**config.mk**
```make
export PLATFORM = sky130hd
export DESIGN_NAME = uart_rx_fifo
export DESIGN_NICKNAME = d
export VERILOG_FILES = /design/src/rtl/uart_rx_fifo.sv
export SDC_FILE = /design/constraint.sdc
export NUM_CORES = 1
export LEC_CHECK = 0
export ABC_AREA = 1
export CELL_PAD_IN_SITES_DETAIL_PLACEMENT = 1
export CELL_PAD_IN_SITES_GLOBAL_PLACEMENT = 2
export CORE_UTILIZATION = 35
export CTS_CLUSTER_DIAMETER = 200
export DETAILED_ROUTE_END_ITERATION = 10
export PLACE_DENSITY = 0.78
export SYNTH_ARGS = -nofsm -noshare
export SYNTH_HDL_FRONTEND = slang
export SYNTH_SLANG_ARGS = --single-unit
```
**constraint.sdc**
```tcl
create_clock -name clk -period 2.8 [get_ports clk]
set_input_delay 0.42 -clock clk [delete_from_list [all_inputs] [get_ports clk]]
set_output_delay 0.42 -clock clk [all_outputs]
set_load 0.02 [all_outputs]
```
**src/rtl/uart_rx_fifo.sv**
```systemverilog
// uart_rx_fifo: serial UART receiver feeding a first-word-fall-through byte FIFO
// Ports: clk, rst_n (synchronous, active-low); uart_rx_i asynchronous serial line (idle high, LSB first);
//   rx_data_o/rx_valid_o/rx_ready_i FWFT pop port; rx_count_o occupancy;
//   frame_err_o/overrun_o/parity_err_o sticky flags, cleared by the err_clr_i pulse.
// Define UART_RX_PARITY_EN for 8E1 frames with parity checking; otherwise 8N1 and parity_err_o is 0.
module uart_rx_fifo #(
  parameter int CLK_FREQ   = 100000000,
  parameter int BAUDRATE   = 1152000,
  parameter int FIFO_DEPTH = 8
) (
  input  logic                          clk,
  input  logic                          rst_n,
  input  logic                          uart_rx_i,
  output logic [7:0]                    rx_data_o,
  output logic                          rx_valid_o,
  input  logic                          rx_ready_i,
  output logic [$clog2(FIFO_DEPTH):0]   rx_count_o,
  output logic                          frame_err_o,
  output logic                          overrun_o,
  output logic                          parity_err_o,
  input  logic                          err_clr_i
);
  localparam int CPB  = CLK_FREQ / BAUDRATE;
  localparam int HALF = CPB / 2;
  localparam int CW   = $clog2(CPB);
  localparam int AW   = $clog2(FIFO_DEPTH);
  typedef enum logic [2:0] {
    S_IDLE,
    S_START,
    S_DATA,
`ifdef UART_RX_PARITY_EN
    S_PARITY,
`endif
    S_STOP,
    S_WAIT_HIGH
  } state_t;
`ifdef UART_RX_PARITY_EN
  localparam state_t AFTER_DATA = S_PARITY;
`else
  localparam state_t AFTER_DATA = S_STOP;
`endif
  state_t        state_q, state_d;
  logic [1:0]    sync_q, sync_d, warm_q, warm_d;
  logic          armed_q, armed_d;
  logic [CW-1:0] cnt_q, cnt_d;
  logic [2:0]    idx_q, idx_d;
  logic [7:0]    shift_q, shift_d;
  logic [7:0]    mem_q [FIFO_DEPTH];
  logic [7:0]    mem_d [FIFO_DEPTH];
  logic [AW-1:0] wr_q, wr_d, rd_q, rd_d;
  logic [AW:0]   count_q, count_d;
  logic          ferr_q, ferr_d, ovr_q, ovr_d;
  logic          rxs, bit_end, half_bit, push, ferr_set, pop, full, wr_en;
`ifdef UART_RX_PARITY_EN
  logic          perr_q, perr_d, perr_set;
`endif
  assign rxs      = sync_q[1];
  assign bit_end  = cnt_q == CW'(CPB - 1);
  assign half_bit = cnt_q == CW'(HALF - 1);
  // A frame may only start once the synchroniser has delivered a genuine high
  // after reset, so a reset landing inside a low bit cannot start a bogus frame.
  always_comb begin
    sync_d  = {sync_q[0], uart_rx_i};
    warm_d  = {warm_q[0], 1'b1};
    armed_d = armed_q | (warm_q[1] & rxs);
  end
  always_comb begin
    state_d  = state_q;
    cnt_d    = cnt_q + CW'(1);
    idx_d    = idx_q;
    shift_d  = shift_q;
    push     = 1'b0;
    ferr_set = 1'b0;
`ifdef UART_RX_PARITY_EN
    perr_set = 1'b0;
`endif
    unique case (state_q)
      S_IDLE: begin
        cnt_d   = '0;
        state_d = (armed_q && !rxs) ? S_START : S_IDLE;
      end
      S_START: if (half_bit) begin
        cnt_d   = '0;
        idx_d   = '0;
        state_d = rxs ? S_IDLE : S_DATA;
      end
      S_DATA: if (bit_end) begin
        cnt_d   = '0;
        shift_d = {rxs, shift_q[7:1]};
        idx_d   = idx_q + 3'd1;
        state_d = (idx_q == 3'd7) ? AFTER_DATA : S_DATA;
      end
`ifdef UART_RX_PARITY_EN
      S_PARITY: if (bit_end) begin
        cnt_d    = '0;
        perr_set = rxs ^ (^shift_q);
        state_d  = S_STOP;
      end
`endif
      S_STOP: if (bit_end) begin
        cnt_d    = '0;
        push     = rxs;
        ferr_set = !rxs;
        state_d  = rxs ? S_IDLE : S_WAIT_HIGH;
      end
      S_WAIT_HIGH: begin
        cnt_d   = '0;
        state_d = rxs ? S_IDLE : S_WAIT_HIGH;
      end
      default: begin
        cnt_d   = '0;
        state_d = S_IDLE;
      end
    endcase
  end
  assign rx_data_o  = mem_q[rd_q];
  assign rx_valid_o = count_q != '0;
  assign rx_count_o = count_q;
  assign pop        = rx_valid_o & rx_ready_i;
  assign full       = count_q == (AW + 1)'(FIFO_DEPTH);
  assign wr_en      = push & (~full | pop);
  always_comb begin
    mem_d = mem_q;
    if (wr_en) mem_d[wr_q] = shift_q;
    wr_d    = wr_q + AW'(wr_en);
    rd_d    = rd_q + AW'(pop);
    count_d = count_q + (AW + 1)'(wr_en) - (AW + 1)'(pop);
    ferr_d  = ferr_set | (ferr_q & ~err_clr_i);
    ovr_d   = (push & full & ~pop) | (ovr_q & ~err_clr_i);
`ifdef UART_RX_PARITY_EN
    perr_d  = perr_set | (perr_q & ~err_clr_i);
`endif
  end
  assign frame_err_o = ferr_q;
  assign overrun_o   = ovr_q;
`ifdef UART_RX_PARITY_EN
  assign parity_err_o = perr_q;
`else
  assign parity_err_o = 1'b0;
`endif
  always_ff @(posedge clk) begin
    if (!rst_n) begin
      state_q <= S_IDLE;
      sync_q  <= 2'b11;
      warm_q  <= 2'b00;
      armed_q <= 1'b0;
      cnt_q   <= '0;
      idx_q   <= '0;
      shift_q <= '0;
      mem_q   <= '{default: 8'h00};
      wr_q    <= '0;
      rd_q    <= '0;
      count_q <= '0;
      ferr_q  <= 1'b0;
      ovr_q   <= 1'b0;
`ifdef UART_RX_PARITY_EN
      perr_q  <= 1'b0;
`endif
    end else begin
      state_q <= state_d;
      sync_q  <= sync_d;
      warm_q  <= warm_d;
      armed_q <= armed_d;
      cnt_q   <= cnt_d;
      idx_q   <= idx_d;
      shift_q <= shift_d;
      mem_q   <= mem_d;
      wr_q    <= wr_d;
      rd_q    <= rd_d;
      count_q <= count_d;
      ferr_q  <= ferr_d;
      ovr_q   <= ovr_d;
`ifdef UART_RX_PARITY_EN
      perr_q  <= perr_d;
`endif
    end
  end
endmodule
```
==> out/results.md, run 1 <==
| Parameter | Reported |
|:---|:---|
| Outcome | completed |
| Number of core rows | 45 |
| Gp weighted congestion | 0.792 |
| Worst Path Required | 2.38 ns |
| Nets in the synthesized netlist | 835 |
| Area of the die | 16400 µm² |
| Final non-filler cell total | 1028 |
| Cell with the largest stage delay on the worst path | clkdlybuf4s50_1 |
| Total routing usage reported by global routing | 21.2% |
| Worst-Skew Late Latency | 0.36 ns |
| Boundary pin count | 21 |
| Total via count after detailed routing | 4929 |
| TritonCTS clock tree | built |
| CTS Buf Count | 9 |
| Post-placement cell count | 1009 |
| # nets final | 834 |
| Setup crit start kind | flop |
| Worst-path clk slew | 0.08 ns |
| Starting Density | 36.2% |
| First-pass GRT wire length | 26.5 mm |
| Cells traversed along the worst timing path | buf_8, a21oi_1, o21ai_0, nand3_1, o21a_1, clkdlybuf4s50_1 |
| Cell leakage power | 2.64 nW |
| Synthesized area per cell | 6.82 µm² |
| Remaining antenna violation count | 0 |
| Post-synthesis cell type count | 34 |
| Maximum number of pins on one net before global-route repair | 74 |
| Maximum buffer depth of the clock tree | 2 |
| Share of layout cells above drive strength 1 | 7.22% |
| Pwr Density | 732 nW/µm² |
| Count of hold buffers inserted by post-cts repair | 0 |
| Setup TNS | 0 ns |
| Slowest stage delay, CP | 0.59 ns |
| Maximum fanout along the worst path | 33 |
| Initial antenna violation count | 0 |
| Critical path data arrival time | 2.20 ns |
| Number of warnings issued by yosys | 0 |
| Post-detail-place hpwl | 10.9 mm |
| Cell count after synthesis | 814 |
| Worst Skew | 0.0128 ns |
| Headroom to the max-slew limit | 36.5% |
| Number of global-route vias before repair | 4958 |
| FILL cells | 1972 |
| DRT Pass-1 Iters | 4 |
| CP Capture Type | output port |
| Clock sinks | 102 |
| Part of the Yosys area used for sequential elements | 36.8% |
| Minimum period implied by the final worst setup slack | 2.62 ns |
| Layout overhead on the synthesized area | 12.2% |
| Die extent in y | 128 µm |
| Count of maximum capacitance violations | 0 |
| Peak supply drop | 0.643 mV |
| Storage element area | 2040 µm² |
| Fmax | 382 MHz |
| Core region area | 15300 µm² |
| Root buffer cell | clkbuf_16 |
| Mean routed wirelength per cell | 15.6 µm |
| Final routed wirelength across all metal layers | 16.0 mm |
| CP Class | flop to output port |
| Multi-input gate area in the final layout | 2630 µm² |
| Pin slew with the least headroom to its limit | 0.952 ns |
| Post-synth design cell area | 5550 µm² |
| First DRT Iteration DRCs | 245 |
| Share of the cycle needed by the critical path after routing | 93.5% |
| Count of unresolved DRC violations after routing | 0 |
| Final setup violation count | 0 |
| Hold Slack | 0.415 ns |
| H-Tree Level Count | 3 |
| Fin. max-slew vios | 0 |
| Min-Delay Path Class | flop to flop |
| Number of buffer cells added on primary ports | 19 |
| Unrepaired setup endpoints after global routing | no |
| Antenna diode count | 0 |
| Total overflow reported by the global router | 0 |
| Hold violation count in the final report | 0 |
| Total of flip-flops plus latches after synthesis | 102 |
| Avg Vias per Cell | 4.79 |
| Die W | 128 µm |
metrics by stage:
step	utilization, %	power (mW)	worst slack (ns)	area (µm²)
after CTS	40.6	4.59	0.0448	6210
after global placement	38.0	2.98	0.322	5820
after floorplan	-	2.52	0.117	5550
after global routing	40.6	4.82	0.0734	6220
after detailed placement	38.0	3.03	0.270	5820
final	40.6	4.55	0.182	6220
final cells by class:
cell class	count	share of cell area [%]
timing repair buffer	29	4.50
inverter	172	10.4
multi-input combinational	498	42.3
tap	211	4.24
clock buffer	10	3.84
sequential	102	32.8
timing repair inverter	1	0.121
clock inverter	5	1.71
Yosys cell counts:
master | count | area (µm²)
nand2_1 | 171 | 642
inv_1 | 158 | 593
dfxtp_1 | 102 | 2040
nor2_1 | 90 | 338
nand4_1 | 66 | 413
a21oi_1 | 50 | 250
o21ai_0 | 38 | 190
nand3_1 | 18 | 90.1
ha_1 | 15 | 188
clkbuf_1 | 13 | 48.8
buf_1 | 11 | 41.3
buf_4 | 10 | 75.1
clkinv_1 | 8 | 30.0
nand3_4 | 8 | 140
o21a_1 | 8 | 60.1
nor3_4 | 7 | 114
inv_2 | 6 | 22.5
buf_2 | 5 | 25.0
nor3_1 | 4 | 20.0
xor2_1 | 4 | 35.0
nor2_2 | 3 | 18.8
xnor2_1 | 3 | 26.3
buf_6 | 2 | 22.5
nor3_2 | 2 | 20.0
o21ai_1 | 2 | 10.0
or2_2 | 2 | 12.5
a211oi_1 | 1 | 7.51
buf_8 | 1 | 15.0
conb_1 | 1 | 3.75
fa_1 | 1 | 20.0
nand2b_1 | 1 | 6.26
nand3_2 | 1 | 10.0
nor2_4 | 1 | 11.3
o211ai_1 | 1 | 7.51
sequential cells by signal, summed over array words and instances (netlist names), 2 cells and up:
name and flops:
shift_q 8, wr_q 3, rx_count_o 4, sync_q 2
rd_q 3, cnt_q 7, state_q 3, mem_q 64
idx_q 3, warm_q 2
cell families (layout without fill, tap and decap cells):
group / count (synthesis) / after routing / synth area share [%]
xor+xnor: 7 / 7 / 1.10
buf+inv: 214 / 217 / 15.7
flops: 102 / 102 / 36.8
fa+ha+maj: 16 / 16 / 3.74
simple gates: 374 / 374 / 33.1
other cells: 1 / 1 / 0.0676
compound gates: 100 / 100 / 9.47
report_power, final:
part | total, mW | internal [mW] | switching [mW]
Sequential | 1.59 | 1.52 | 0.0697
Combinational | 1.48 | 0.536 | 0.947
Clock | 1.48 | 0.897 | 0.587
metal layers:
| layer | wire length [µm] | vias up | part of all wire [%] | track usage [%] |
|---|---|---|---|---|
| met3 | 358 | 18 | 2.2 | 2.50 |
| met1 | 7510 | 2324 | 47 | 27.9 |
| li1 | - | 2536 | - | - |
| met4 | 303 | 0 | 1.9 | 7.34 |
| met2 | 7870 | 51 | 49 | 35.8 |
| met5 | 0 | - | 0 | 0 |
critical path: cells and delay by family, from the launching register on:
family / cells / cell delay, ns
AO/OA/AOI/OAI: 3 / 0.53
buffers and inverters: 2 / 0.78
AND/OR/NAND/NOR: 1 / 0.14
flip-flops: 1 / 0.37
what timing repair did:
action / 4_1_cts / 5_1_grt
gates cloned: 1 / 0
endpoints found under the setup margin: 6 / 6
resized for setup: 3 / 3
buffers inserted: 2 / 1
final timing paths:
kind / from / slack [ns] / depth (start not counted) / end
setup / recovery: rd_q[0] / 0.18 / 6 / rx_data_o[4]
hold / removal: sync_q[0] / 0.42 / 1 / sync_q[1]
setup reg to reg: cnt_q[0] / 0.42 / 10 / mem_q[1]
hold reg to reg: sync_q[0] / 0.42 / 1 / sync_q[1]
placed cells by master, fill, tap and decap left out, types with 2 or more instances in the layout:
cell type          n
buf_4              8
nand4_1           66
o21ai_0           37
inv_1            157
clkbuf_16          9
bufinv_16          3
dfxtp_1          101
a21oi_1           50
nor2_1            90
nor3_4             7
nor3_2             2
xnor2_1            3
clkinvlp_4         3
nand2_1          171
o21a_1             8
nor3_1             4
nor2_2             3
nand3_4            8
ha_1              15
or2_2              2
clkinv_1           8
xor2_1             4
nand3_1           18
o21ai_1            3
clkdlybuf4s50_1   18
inv_2              6
Note: power is estimated with default switching activity, not from simulation.
==> inputs of run 2 (changes only) <==
Settings changed: GPL_ROUTABILITY_DRIVEN from default to 0.
==> results of run 2 <==
No change in the layout: final DEF, timing and power equal those of run 1.
